<file path="src/rtl/mul_share_arbiter.sv">
// Shares one in-order multiplier between two requesters; a 1-bit tag FIFO routes results back.
// Define MUL_SHARE_ARBITER_FIXED_PRIO_EN to make requester 0 always win ties (no priority pointer).
module mul_share_arbiter #(
  parameter int p_req_bits     = 110,
  parameter int p_resp_bits    = 75,
  parameter int p_max_inflight = 4
) (
  input  logic                   clk,
  input  logic                   rst,
  input  logic                   req0_val,
  output logic                   req0_rdy,
  input  logic [p_req_bits-1:0]  req0_msg,
  input  logic                   req1_val,
  output logic                   req1_rdy,
  input  logic [p_req_bits-1:0]  req1_msg,
  output logic                   mul_req_val,
  input  logic                   mul_req_rdy,
  output logic [p_req_bits-1:0]  mul_req_msg,
  input  logic                   mul_resp_val,
  output logic                   mul_resp_rdy,
  input  logic [p_resp_bits-1:0] mul_resp_msg,
  output logic                   resp0_val,
  input  logic                   resp0_rdy,
  output logic [p_resp_bits-1:0] resp0_msg,
  output logic                   resp1_val,
  input  logic                   resp1_rdy,
  output logic [p_resp_bits-1:0] resp1_msg
);
  localparam int c_ptr_bits = $clog2(p_max_inflight);
  localparam logic [c_ptr_bits:0]   c_max     = (c_ptr_bits+1)'(p_max_inflight);
  localparam logic [c_ptr_bits:0]   c_cnt_one = (c_ptr_bits+1)'(1);
  localparam logic [c_ptr_bits-1:0] c_ptr_one = c_ptr_bits'(1);

  logic                  r_tags [p_max_inflight];
  logic [c_ptr_bits-1:0] r_wptr;
  logic [c_ptr_bits-1:0] r_rptr;
  logic [c_ptr_bits:0]   r_count;

  logic w_head;
  logic w_nonempty;
  logic w_pop;
  logic w_push;
  logic w_room;
  logic w_tie_sel;
  logic w_grant0;
  logic w_grant1;

  assign w_head     = r_tags[r_rptr];
  assign w_nonempty = (r_count != '0);

  // Results go only to the port named by the oldest outstanding tag.
  always_comb begin
    mul_resp_rdy = 1'b0;
    resp0_val    = 1'b0;
    resp1_val    = 1'b0;
    if (rst && w_nonempty) begin
      mul_resp_rdy = w_head ? resp1_rdy : resp0_rdy;
      resp0_val    = mul_resp_val & ~w_head;
      resp1_val    = mul_resp_val & w_head;
    end
  end

  assign resp0_msg = mul_resp_msg;
  assign resp1_msg = mul_resp_msg;
  assign w_pop     = mul_resp_val & mul_resp_rdy;

  // A same-cycle pop frees a slot, so a full FIFO can still accept a new op.
  assign w_room = rst & mul_req_rdy & ((r_count < c_max) | w_pop);

`ifdef MUL_SHARE_ARBITER_FIXED_PRIO_EN
  assign w_tie_sel = 1'b0;
`else
  logic r_prio;

  assign w_tie_sel = r_prio;

  always_ff @(posedge clk) begin
    if (!rst) begin
      r_prio <= 1'b0;
    end else if (w_grant0) begin
      r_prio <= 1'b1;
    end else if (w_grant1) begin
      r_prio <= 1'b0;
    end
  end
`endif

  assign w_grant0 = w_room & req0_val & (~req1_val | ~w_tie_sel);
  assign w_grant1 = w_room & req1_val & (~req0_val | w_tie_sel);
  assign w_push   = w_grant0 | w_grant1;

  assign req0_rdy    = w_grant0;
  assign req1_rdy    = w_grant1;
  assign mul_req_val = w_push;
  assign mul_req_msg = w_grant1 ? req1_msg : req0_msg;

  always_ff @(posedge clk) begin
    if (w_push) begin
      r_tags[r_wptr] <= w_grant1;
    end
  end

  always_ff @(posedge clk) begin
    if (!rst) begin
      r_wptr  <= '0;
      r_rptr  <= '0;
      r_count <= '0;
    end else begin
      if (w_push) begin
        r_wptr <= r_wptr + c_ptr_one;
      end
      if (w_pop) begin
        r_rptr <= r_rptr + c_ptr_one;
      end
      case ({w_push, w_pop})
        2'b10:   r_count <= r_count + c_cnt_one;
        2'b01:   r_count <= r_count - c_cnt_one;
        default: r_count <= r_count;
      endcase
    end
  end
endmodule

</file>
<file path="config.mk">
export PLATFORM = sky130hd
export DESIGN_NAME = mul_share_arbiter
export DESIGN_NICKNAME = d
export VERILOG_FILES = /design/src/rtl/mul_share_arbiter.sv
export SDC_FILE = /design/constraint.sdc
export NUM_CORES = 1
export LEC_CHECK = 0
export ABC_AREA = 1
export CORE_AREA = 2 2 218 220
export CTS_CLUSTER_SIZE = 8
export DETAILED_ROUTE_END_ITERATION = 7
export DIE_AREA = 0 0 220 222
export PLACE_DENSITY = 0.33
export SYNTH_ARGS = -nofsm -noshare
export SYNTH_HDL_FRONTEND = slang
export SYNTH_SLANG_ARGS = --single-unit
</file>
<file path="constraint.sdc">
create_clock -name clk -period 3.1 [get_ports clk]
set_clock_uncertainty 0.15 [all_clocks]
set_input_delay 0.31 -clock clk [delete_from_list [all_inputs] [get_ports clk]]
set_output_delay 0.31 -clock clk [all_outputs]
set_load 0.05 [all_outputs]
</file>
---- Word-level counts from Yosys, hierarchy flattened ----
Memories as Yosys holds them, arrays and structs flattened. A register that Yosys moved wholly into a read port is not among the register bits.
Cells that the tools add are included.
word-level totals
  output and inout bits ................... 266
  memories kept ........................... 1
  RAM bits ................................ 4
  flip-flop bits (word level) ............. 8
memory list
  name    depth  bits a word  rd ports  clocked after Yosys merged registers in  wr ports  RTL line  text
  r_tags  4      1            1         1                                        1         34        logic r_tags [p_max_inflight];
operators by class
  eq/ne operators ......................... 2
  mux-type cells .......................... 12
  magnitude comparators ................... 1
  reduce and logical (&&, ||, !) cells .... 4
  $add $sub $neg .......................... 4
  bitwise logic cells ..................... 17
operators with widths
  operator               count
  $mux W110              1
  $and A1 B1 Y1          9
  $mux W1                8
  $pmux W3 S2            1
  $add A2 B1 Y2 const B  2
  $mux W2                2
  $not A1 Y1             4
  $or A1 B1 Y1           4
  $reduce_bool A2 Y1     2
  $add A3 B1 Y3 const B  1
  $lt A3 B3 Y1 const B   1
  $reduce_bool A3 Y1     1
  $sub A3 B1 Y3 const B  1
  $eq A2 B1 Y1 const B   1
  $eq A2 B2 Y1 const B   1
  $logic_and A1 B1 Y1    1

---- Logic depth before layout (Yosys ltp) ----
  depth after elaboration ................. 11
  gate-level depth with buffers ........... 17

---- Worst setup path after synthesis ----
OpenSTA, ideal clock, no wires.
  kind .................................... register to register
  from .................................... register r_count[0]
  to ...................................... register r_count[2]
  library setup time ...................... 0.122 ns
  arrival ................................. 2.470 ns
  setup slack ............................. 0.358 ns
  cell stages (with the launch flop) ...... 17
  path buffers ............................ 0
  path through ............................ dfxtp_1 > inv_1 > nand3_1 > nand3_1 > clkinv_1 > nand3_2 > nand2_2 > nand3_1 > nand2_1 > inv_1 > ha_1 > inv_1 > fa_1 > a21oi_1 > o21ai_0 > o21ai_0 > a21oi_1
between the ends
  longest elaborated chain between the ends .. 11
  elaborated cells on any way between the ends .. 18
  classes of those cells .................. 2 x add/sub; 1 x order compare; 2 x eq/ne; 2 x mux; 8 x bitwise; 3 x reduce/logical
RTL lines
  item                                                      RTL line  text
  start, declared                                           37        logic [c_ptr_bits:0] r_count;
  start signal, assigned                                    116       2'b10: r_count <= r_count + c_cnt_one;
  start signal, assigned                                    117       2'b01: r_count <= r_count - c_cnt_one;
  start signal, assigned                                    118       default: r_count <= r_count;
  $reduce_bool A3 Y1                                        49        assign w_nonempty = (r_count != '0);
  $logic_and A1 B1 Y1                                       56        if (rst && w_nonempty) begin
  $mux W1                                                   56
  $and A1 B1 Y1                                             65        assign w_pop = mul_resp_val & mul_resp_rdy;
  $or A1 B1 Y1 (*)                                          68        assign w_room = rst & mul_req_rdy & ((r_count < c_max) | w_pop);
  $and A1 B1 Y1 (*)                                         68
  $and A1 B1 Y1, on equally long branches (2 in series)     88, 89
  $or A1 B1 Y1 (*)                                          90        assign w_push = w_grant0 | w_grant1;
  via mul_req_val                                           16        output logic mul_req_val,
  $eq A2 B1 Y1 / $eq A2 B2 Y1 (equally long branches)       115       case ({w_push, w_pop})
  $pmux W3 S2 / $reduce_bool A2 Y1 (equally long branches)  -
Mark *: on every way through the listed nets, which the timed path passes. The rest lies on a longest branch.
A chain may end at the register's enable or synchronous reset.

---- Worst setup path in the final report ----
  from .................................... register r_count[0]
  to ...................................... register r_count[2]
between the ends
  longest elaborated chain between the ends .. 11
  elaborated cells on any way between the ends .. 18
  classes of those cells .................. 2 x add/sub; 1 x order compare; 2 x eq/ne; 2 x mux; 8 x bitwise; 3 x reduce/logical
RTL lines
  item                                                      RTL line
  $reduce_bool A3 Y1                                        49
  $logic_and A1 B1 Y1                                       56
  $mux W1                                                   56
  $and A1 B1 Y1                                             65
  $or A1 B1 Y1                                              68
  $and A1 B1 Y1                                             68
  $and A1 B1 Y1, on equally long branches (2 in series)     88, 89
  $or A1 B1 Y1                                              90
  $eq A2 B1 Y1 / $eq A2 B2 Y1 (equally long branches)       115
  $pmux W3 S2 / $reduce_bool A2 Y1 (equally long branches)  -
Parallel ways exist; a longest one is shown, timed or not.

==> impl_metrics.yaml <==
clock_tree:
  cts.path.max_buffers: 2
  clk_latency_ns: 0.24
  clock_tree.root_cell: "sky130_fd_sc_hd__clkbuf_16"
  htree_num_levels: 1
  clkSlewWorstSetupHoldPaths_ns: 0.05
  tritoncts: "yes"
  post-cts-setup-buffer-count: 0
  tritoncts.num_buffers: 3
  cts_hold_buf: 0
  cts.sink_count: 14
  post_cts_resized: 0
synth:
  leading_cell_type_by_number_of_instances_after_synthesis: "sky130_fd_sc_hd__nand2_1"
  synth_cells: 602
  dominantRegCellSynth: "sky130_fd_sc_hd__dfxtp_1"
  synth_common_cells: "sky130_fd_sc_hd__nand2_1, sky130_fd_sc_hd__buf_4, sky130_fd_sc_hd__inv_1"
  synthDistinctLibCells: 19
  yosysTopAreaCellShare_pct: 39.15
  synth_seq_cells: 14
  edff_count_synth: 4
  syn_area_um2: 3298
  ys_top_cells_by_area: "sky130_fd_sc_hd__nand2_1, sky130_fd_sc_hd__buf_4, sky130_fd_sc_hd__dfxtp_1"
  synthDominantAreaCellType: "sky130_fd_sc_hd__nand2_1"
  postSynth.asyncResetShare_pct: 0
  yosys_warnings: 0
  synthesis.area_per_instance_um2: 5.479
  synth_sequential_area_ratio_pct: 9.712
  synth_fp_nets: 911
global_route:
  grt_start_max_net_pins: 63
  grt_pass1_wl_um: 23470
  globalRoute.totalOverflow: 0
  grt_antenna_before_repair: 0
  grt_pass1_vias: 3890
  globalRouteTotalUtil_pct: 6.249
timing:
  setup_total_neg_slack_ns: 0
  final-max-slew-violation-count: 0
  min_tclk_post_route_ns: 2.674
  hold_viol: 0
  grt_setup_unrepaired: "false"
  achievable-frequency_ghz: 0.3739
  finalSetupViolations: 0
  timing_worst_slew_pin_value_ns: 0.5196
  timing.slew.headroom_pct: 65.25
  final.period_utilization_pct: 86.26
critical_path:
  cp.required_ns: 3.08
  worst-r2r-cell-count: 16
  worst_setup_path_end_kind: "flop"
  worstPathMaxFanout: 5
  startpoint_type: "flop"
  crit_arrival_ns: 2.65
  worst-setup-path-type: "reg2reg"
placement:
  gpl.final_weighted_congestion: 0.7101
  io_buffers: 343
  dp.final_hpwl_um: 14630
detailed_routing:
  routedWlPerCell_um: 12.30
  drt-vias-per-instance: 2.880
  drc: 0
  routed-via-count: 3994
  drt_iter0_drc: 72
  detail_route.wirelength_um: 17070
  dr.pass1.iters: 4
  ant_nets: 0
min_path:
  timing.hold.worst_path_depth: 1
  timing.hold.worst.class: "reg2reg"
die:
  count_of_standard_cell_rows: 79
  die-height_um: 222
  floorplan.die_area_um2: 48840
  initial_core_util_pct: 7.130
  pin_count: 569
  fp.dieW_um: 220
  core_region_area_um2: 46260
pwr:
  vdd_ir_max_mv: 0.1439
  power-per-cell-area_nw_per_um2: 247.4
  leakage_nw: 3.319
finish:
  layout-area-overhead-vs-synth_pct: 127.0
  utilization_pct: 16.19
  design.final.nets: 1090
  drive_above_1_share_pct: 16.28
  antenna_cells: 0
flow_run:
  max_cap_viol_count: 0
outcome:
  run_status: "finished, final reports clean"
## critical path, cell delays in order (launching register included)
cell	delay, ns
sky130_fd_sc_hd__dfxtp_1	0.31
sky130_fd_sc_hd__inv_1	0.10
sky130_fd_sc_hd__nand3_1	0.14
sky130_fd_sc_hd__nand3_1	0.15
sky130_fd_sc_hd__clkinv_1	0.09
sky130_fd_sc_hd__nand3_2	0.09
sky130_fd_sc_hd__nand2_2	0.09
sky130_fd_sc_hd__nand3_4	0.12
sky130_fd_sc_hd__nand2_1	0.09
sky130_fd_sc_hd__inv_1	0.13
sky130_fd_sc_hd__ha_1	0.16
sky130_fd_sc_hd__inv_1	0.07
sky130_fd_sc_hd__fa_1	0.39
sky130_fd_sc_hd__a21oi_1	0.15
sky130_fd_sc_hd__o21ai_0	0.11
sky130_fd_sc_hd__o21ai_0	0.16
sky130_fd_sc_hd__a21oi_1	0.05
## cell usage in the layout, fill, tap and decap left out
cell	Yosys	final
sky130_fd_sc_hd__nand3_4	0	1
sky130_fd_sc_hd__inv_1	23	23
sky130_fd_sc_hd__dfxtp_1	10	10
sky130_fd_sc_hd__o21ai_0	7	7
sky130_fd_sc_hd__clkbuf_8	0	1
sky130_fd_sc_hd__clkbuf_16	0	3
sky130_fd_sc_hd__buf_12	0	116
sky130_fd_sc_hd__clkinv_1	1	1
sky130_fd_sc_hd__nand2_1	344	344
sky130_fd_sc_hd__a21oi_1	8	8
sky130_fd_sc_hd__fa_1	1	1
sky130_fd_sc_hd__clkdlybuf4s50_1	0	230
sky130_fd_sc_hd__nor2_1	11	11
sky130_fd_sc_hd__o2111ai_1	2	2
sky130_fd_sc_hd__nand2_2	1	1
sky130_fd_sc_hd__inv_4	0	1
sky130_fd_sc_hd__ha_1	5	5
sky130_fd_sc_hd__buf_4	151	3
sky130_fd_sc_hd__edfxtp_1	4	4
sky130_fd_sc_hd__nand3_2	2	1
sky130_fd_sc_hd__nand3_1	7	7
## worst paths after layout
kind | start | to | slack, ns
worst min register to register | r_count[0] | r_count[0] | 0.29
worst max-delay path | r_count[0] | r_count[2] | 0.43
worst min-delay path | r_count[0] | r_count[0] | 0.29
worst max register to register | r_count[0] | r_count[2] | 0.43
## cell type report
type	instances	area (um2)
sequential	14	320.3
tap	607	759.5
fill	5269	38770
inverter	25	96.34
timing repair buffer	349	4647
multi-input combinational	388	1577
clock buffer	4	88.84
## report_power, final
| part | internal (W) | total (W) | switching, W |
|---|---|---|---|
| Combinational | 0.000713 | 0.00138 | 0.000669 |
| Clock | 0.000195 | 0.000268 | 0.0000727 |
| Sequential | 0.000197 | 0.000203 | 0.00000594 |
## metal layers
layer	global-route usage [%]	wire length [um]
met5	0	0
met4	3.031	851
met3	2.634	2442
met2	11.25	8208
met1	6.091	5563
## stage by stage
stage               total power [W]  instance area [um2]  hold slack [ns]  instances  setup slack [ns]
global route               0.001938                 7488           0.3109       1387            0.1773
global placement           0.001607                 7400           0.2911       1383            0.2113
floorplan                  0.001285                 3298           0.2718        602            0.3583
finish                     0.001853                 7488           0.2945       1387            0.4258
detailed placement         0.001603                 7400           0.2881       1383            0.2245
CTS                        0.001878                 7488           0.2943       1387            0.3859
## cell families (layout without fill, tap and decap cells)
logic type      Yosys count  after routing  share of synthesized area, %
flops                    14             14                         9.712
compound gates           17             17                         2.807
simple gates            365            365                         42.26
fa+ha+maj                 6              6                         2.504
buf+inv                 200            378                         42.72
Note: power is estimated with default switching activity, not from simulation.
